### config.mk
export PLATFORM = sky130hd
export DESIGN_NAME = cpu_run_ctrl
export DESIGN_NICKNAME = d
export VERILOG_FILES = /design/src/rtl/cpu_run_ctrl.sv
export SDC_FILE = /design/constraint.sdc
export NUM_CORES = 1
export LEC_CHECK = 0
export CORE_MARGIN = 4
export CORE_UTILIZATION = 50
export DETAILED_ROUTE_END_ITERATION = 7
export PLACE_DENSITY = 0.76
export SETUP_SLACK_MARGIN = 0.3
export SYNTH_ARGS = -nofsm -noshare
export SYNTH_HDL_FRONTEND = slang
export SYNTH_SLANG_ARGS = --single-unit
### constraint.sdc
create_clock -name clk -period 1.9 [get_ports clk]
set_input_delay 0.475 -clock clk [delete_from_list [all_inputs] [get_ports clk]]
set_output_delay 0.475 -clock clk [all_outputs]
set_load 0.03 [all_outputs]
### src/rtl/cpu_run_ctrl.sv
// Run/halt/single-step controller for the Basys3 simple CPU: debounced buttons,
// instruction-granular clock-enable sequencing and a PC breakpoint.
//
// state    | meaning
// ---------+----------------------------------------------------------
// ST_HALT  | CPU frozen (cpu_en=0), waiting for a run or step press
// ST_RUN   | CPU free-running; halts/breaks only on instr_done
// ST_STEP  | CPU enabled until exactly one instruction retires
// ST_BREAK | CPU frozen after retiring the instruction at bp_addr
module cpu_run_ctrl #(
   parameter int DEBOUNCE_CYCLES = 1_000_000,
   parameter int PC_WIDTH        = 8,
   parameter int CNT_WIDTH       = 16
) (
   input  logic                 clk,
   input  logic                 rst,
   input  logic                 btn_run,
   input  logic                 btn_step,
   input  logic                 bp_en,
   input  logic [PC_WIDTH-1:0]  bp_addr,
   input  logic [PC_WIDTH-1:0]  pc,
   input  logic                 instr_done,
   output logic                 cpu_en,
   output logic [1:0]           state,
   output logic                 halted,
   output logic [CNT_WIDTH-1:0] retired
);

   localparam int DB_W = $clog2(DEBOUNCE_CYCLES + 1);
   localparam logic [DB_W-1:0] DB_MAX = DB_W'(DEBOUNCE_CYCLES);

   typedef enum logic [1:0] {
      ST_HALT  = 2'b00,
      ST_RUN   = 2'b01,
      ST_STEP  = 2'b10,
      ST_BREAK = 2'b11
   } state_t;

   state_t state_q, state_nxt;
   logic   halt_pend_q, halt_pend_nxt;

   // bit 0 = run button, bit 1 = step button
   logic [1:0]      btn_raw;
   logic [1:0]      sync1_q, sync2_q;
   logic [1:0]      level_q, level_d1_q;
   logic [DB_W-1:0] db_cnt_q [2];
   logic [1:0]      press;
   logic            run_press, step_press;
   logic            bp_hit;

   assign btn_raw = {btn_step, btn_run};

   // The counter must reach DB_MAX with the sample still disagreeing before
   // the accepted level flips; any agreeing sample restarts the count.
   always_ff @(posedge clk) begin
      if (rst) begin
         sync1_q    <= '0;
         sync2_q    <= '0;
         level_q    <= '0;
         level_d1_q <= '0;
         for (int i = 0; i < 2; i++) db_cnt_q[i] <= '0;
      end else begin
         sync1_q    <= btn_raw;
         sync2_q    <= sync1_q;
         level_d1_q <= level_q;
         for (int i = 0; i < 2; i++) begin
            if (sync2_q[i] == level_q[i]) begin
               db_cnt_q[i] <= '0;
            end else if (db_cnt_q[i] == DB_MAX) begin
               level_q[i]  <= sync2_q[i];
               db_cnt_q[i] <= '0;
            end else begin
               db_cnt_q[i] <= db_cnt_q[i] + DB_W'(1);
            end
         end
      end
   end

   assign press      = level_q & ~level_d1_q;
   assign run_press  = press[0];
   assign step_press = press[1];
   assign bp_hit     = bp_en && (pc == bp_addr);

   always_ff @(posedge clk) begin
      if (rst) begin
         state_q     <= ST_HALT;
         halt_pend_q <= 1'b0;
      end else begin
         state_q     <= state_nxt;
         halt_pend_q <= halt_pend_nxt;
      end
   end

   always_comb begin
      state_nxt     = state_q;
      halt_pend_nxt = 1'b0;
      case (state_q)
         ST_HALT, ST_BREAK: begin
            if (run_press)       state_nxt = ST_RUN;
            else if (step_press) state_nxt = ST_STEP;
         end
         ST_RUN: begin
            if (instr_done) begin
               // breakpoint wins over a pending halt; either way the pend is consumed
               if (bp_hit)                        state_nxt = ST_BREAK;
               else if (halt_pend_q || run_press) state_nxt = ST_HALT;
            end else begin
               halt_pend_nxt = halt_pend_q || run_press;
            end
         end
         ST_STEP: begin
            if (instr_done) state_nxt = ST_HALT;
         end
         default: state_nxt = ST_HALT;
      endcase
   end

   always_comb begin
      cpu_en = 1'b0;
      halted = 1'b0;
      case (state_q)
         ST_RUN, ST_STEP: cpu_en = 1'b1;
         default:         halted = 1'b1;
      endcase
   end

   assign state = state_q;

   always_ff @(posedge clk) begin
      if (rst)                      retired <= '0;
      else if (cpu_en && instr_done) retired <= retired + CNT_WIDTH'(1);
   end

endmodule

# Word-level counts from Yosys, hierarchy flattened
# Memories as Yosys holds them, arrays and structs flattened.
# Cells that the tools add are included.
[totals]
reg_bits = 27
latch_bits = 0
ramBits = 40
romBits = 0
input_bits = 22
elab_cells = 84
memories = 1
[memory_table]
columns = ["memory", "words", "width", "read_ports", "rd_clocked_by_memory_dff", "wr", "line_no", "rtl"]
rows = [
  ["db_cnt_q", 2, 20, 2, 0, 2, "46", "logic [DB_W-1:0] db_cnt_q [2];"],
]
[op_classes]
addsub = 3
n_mul = 0
div = 0
n_lt_le_gt_ge = 0
n_eq_ne = 12
n_shift = 0
muxes = 39
bitwise_logic = 11
reduce_logical = 10
[op_table]
columns = ["cell", "count"]
rows = [
  ["20-bit two-way mux", 6],
  ["20-bit by 1-bit adder with 20-bit output, second input constant", 2],
  ["20-bit == test, second input constant", 2],
  ["1-bit two-way mux", 26],
  ["16-bit by 1-bit adder with 16-bit output, second input constant", 1],
  ["2-bit two-way mux", 6],
  ["8-bit == test", 1],
  ["3-bit != test, second input constant", 2],
  ["1-bit bitwise OR", 6],
  ["2-bit one-hot mux with 3 select lines", 1],
  ["2-bit == test, second input constant", 2],
  ["2-bit != test, second input constant", 2],
  ["2-bit AND reduction", 2],
  ["4-bit AND reduction", 1],
  ["2-bit OR reduction", 2],
  ["1-bit NOT", 3],
  ["3-bit OR reduction", 1],
  ["2-bit bitwise AND", 1],
  ["1-bit == test", 2],
  ["2-bit by 1-bit == test with 1-bit output, second input constant", 1],
  ["1-bit logical AND", 2],
  ["2-bit logical NOT", 1],
  ["2-bit NOT", 1],
  ["1-bit logical OR", 1],
]

# Depth between registers and ports, before layout
[depth]
ltp_word = 7
depth_mapped = 8

# Worst setup path before layout
# OpenSTA, ideal clock, no wires.
[synth_path]
path_type = "reg-to-reg"
start = "reg state_q[0] (netlist: state[0])"
end = "reg retired[15]"
arrival_time_ns = 2.001
required_time_ns = 1.772
setup_slack_ns = -0.228
stages_incl_launch_ff = 9
path_buffers = 1
synth_period_minus_slack_ns = 2.128
path_cell_list = "dfxtp_1 -> inv_1 -> ha_1 -> nor2b_1 -> buf_4 -> nand3_2 -> nor4_1 -> xnor2_1 -> nor2_1"
[synth_via]
elab_chain_len = 4
[synth_lines]
columns = ["element", "line_no", "rtl"]
rows = [
  ["start: declaration", "39", "state_t state_q, state_nxt;"],
  ["start signal: assignment", "89", "state_q <= state_nxt;"],
  ["2-bit by 1-bit == test with 1-bit output / 2-bit == test (equally long branches)", "121", "case (state_q)"],
  ["2-bit OR reduction *", "121", ""],
  ["1-bit two-way mux *", "121", ""],
  ["1-bit logical AND *", "131", "else if (cpu_en && instr_done) retired <= retired + CNT_WIDTH'(1);"],
  ["end signal: assignment", "131", ""],
  ["end: declaration", "26", "output logic [CNT_WIDTH-1:0] retired"],
]
# Every way passes the cells marked *; elsewhere a longest branch is shown, timed or not.
# A chain may end at the register's enable or synchronous reset.

==> results.txt <==
Startpoint types: flop
Final instance count without filler cells: 550
Initial antenna violation count: 0
Critical path class: reg2reg
Synth Warn #: 0
Final Critical Period: 1.81 ns
Slew Viols, Final: 0
DRT iter0 DRCs: 153
Routability congestion estimate: 0.801
Crit end category: flop
First-pass GRT wire length: 11800 um
Cells after Synth: 344
Remaining global-route overflow: 0
Routed vias/inst: 5.22
Peak supply drop: 0.000784 V
Cts bufs inserted: 9
Largest net degree at the start of global routing: 28
Register area: 0.00175 mm2
Clock Tree Buf Depth: 2
Area Growth Syn to Fin: 46.0%
Post-layout nets: 498
Clk_skew: 0.00769 ns
First-pass DRT Iterations: 4
Post-DRT Antenna Nets: 0
CTS root buf: clkbuf_8
Site Rows: 29
Remaining routing DRC violations: 0
Post-Route WL: 7720 um
Critical path fanouts, max: 5
Placed Instances: 512
Core ar.: 0.00649 mm2
Number of global-route vias before repair: 2727
Final worst-path cycle share: 0.955
Hold Crit Class: reg2reg
Diode count: 0
GRT Util Overall: 0.174
Final WS setup: 0.0853 ns
Synth Cell Area: 0.00344 mm2
Tot Pwr: 0.00354 W
Die Wd: 90.9 um
Max Freq: 0.551 GHz
Post-synth cell types: 37
Status: finished clean
Io pins: 42
Clock slew at reported path FFs: 0.08 ns
Port Buffers: 41
Skew-Pair Late Insertion Delay: 0.34 ns
P per Cell Area: 705 mW/mm2
Initial Util: 0.529
Post-DP HPWL: 4500 um
CTS tree: yes
Pre-CTS setup slack: -0.364 ns
Die H: 90.9 um
MaxCap Viol Count: 0
Routed len/inst: 14.0 um
Post-synthesis sequential area ratio: 0.507
H-tree level count: 3
LEAKAGE: 1.91 nW
Hold_ws: 0.442 ns
Seq cells post-synth: 67
Crit path DAT: 1.91 ns
Via Count: 2869
DIE AREA: 0.00826 mm2
Multi-input gate area: 0.00217 mm2
Share of layout cells above drive strength 1: 0.332
Final Hold Viols: 0
Worst Path Required: 1.99 ns
Fillers: 392
RSZ-0062 raised after global routing: true
Clock sinks: 67
Syn Area/Cell: 9.99 um2
Setup violators final: 0
layout make-up:
class	count	share of cell area
inverter	14	0.0110
tap	77	0.0192
timing repair buffer	82	0.151
clock inverter	6	0.0130
sequential	67	0.349
multi-input combinational	295	0.432
clock buffer	9	0.0247
what timing repair did:
action | 4_1_cts | 5_1_grt
buffers inserted | 8 | 9
pin swaps | 34 | 37
endpoints found under the setup margin | 74 | 72
resized for setup | 88 | 91
gates cloned | 3 | 3
hold buffers | 0 | 0
cells by family (layout without fill, tap and decap cells):
group | Yosys count | in the layout | share of synthesized area
buf+inv | 24 | 111 | 0.0331
other cells | 1 | 40 | 0.00109
compound gates | 11 | 11 | 0.0211
flops | 67 | 67 | 0.507
fa+ha+maj | 7 | 7 | 0.0255
simple gates | 173 | 176 | 0.256
xor+xnor | 58 | 58 | 0.148
mux | 3 | 3 | 0.00874
placed cells by master (no fill, tap or decap), types with 6 or more instances in the layout:
cell / count
nor2_1: 34
nand4_1: 15
nor2_2: 21
conb_1: 40
clkdlybuf4s15_2: 6
nand2_1: 16
clkbuf_8: 9
xnor2_1: 21
nor2_4: 15
clkbuf_2: 9
and3_1: 6
buf_6: 9
buf_4: 30
nand3_1: 18
dfxtp_1: 24
edfxtp_1: 40
xor2_1: 31
inv_1: 11
nor2b_1: 10
clkdlybuf4s50_1: 15
metal layers:
metal	track usage	part of all wire	wire [um]	up-vias
li1	-	-	-	1404
met1	0.223	0.45	3460	1384
met3	0.0492	0.040	307	11
met5	0	0	0	-
met4	0.0603	0.013	104	0
met2	0.283	0.50	3850	70
worst max-delay path, stage by stage (launching register included):
cell	delay (ns)
edfxtp_1	0.49
nor4bb_1	0.35
and4_1	0.29
or3_4	0.21
clkbuf_16	0.19
nor2_4	0.03
registers in the layout, indices dropped and copies added (netlist names):
register and flops:
sync2_q 2, retired 16, halt_pend_q 1, level_d1_q 2, level_q 2, sync1_q 2
state 2, db_cnt_q 40
cells in the mapped netlist (all sizes together):
library cell,number,area (um2)
nor2,70,263
edfxtp,40,1200
xor2,34,298
dfxtp,27,541
xnor2,24,210
nand3,20,105
nand2,18,67.6
nand4,16,106
inv,14,52.6
nor2b,10,62.6
nor3,9,55.1
and3,7,43.8
buf,7,50.1
ha,7,87.6
and4,5,43.8
nor4,5,31.3
or3,5,36.3
a21oi,3,15.0
clkbuf,3,11.3
mux2i,3,30.0
nor4b,3,26.3
o21ai,3,15.0
a311oi,2,17.5
nand2b,2,12.5
a221oi,1,8.76
a31oi,1,6.26
and2,1,6.26
conb,1,3.75
nor4bb,1,10.0
o21ba,1,10.0
or4b,1,10.0
path summary, 6_finish.rpt:
check	from	end	slack (ns)	depth (start not counted)
min	sync1_q[1]	sync2_q[1]	0.44	1
min reg2reg	sync1_q[1]	sync2_q[1]	0.44	1
max reg2reg	db_cnt_q[1][13]	db_cnt_q[1][12]	0.09	5
max	db_cnt_q[1][13]	db_cnt_q[1][12]	0.09	5
where the power goes:
part | total, W | internal [W] | leakage [nW] | switching, W
sequential | 0.00167 | 0.00160 | 0.633 | 0.0000698
clock | 0.00116 | 0.000602 | 0.0999 | 0.000563
combinational | 0.000701 | 0.000363 | 1.18 | 0.000338
total | 0.00354 | 0.00257 | 1.91 | 0.000971
metrics by stage:
step                      cell area, um2  utilization  TNS, ns
after floorplan                     3640            -        0
after global placement              4250        0.654   -0.485
after detailed placement            4250        0.654    -1.16
after CTS                           4660        0.718        0
after global routing                5020        0.772        0
final                               5020        0.772        0
Note: power is estimated with default switching activity, not from simulation.
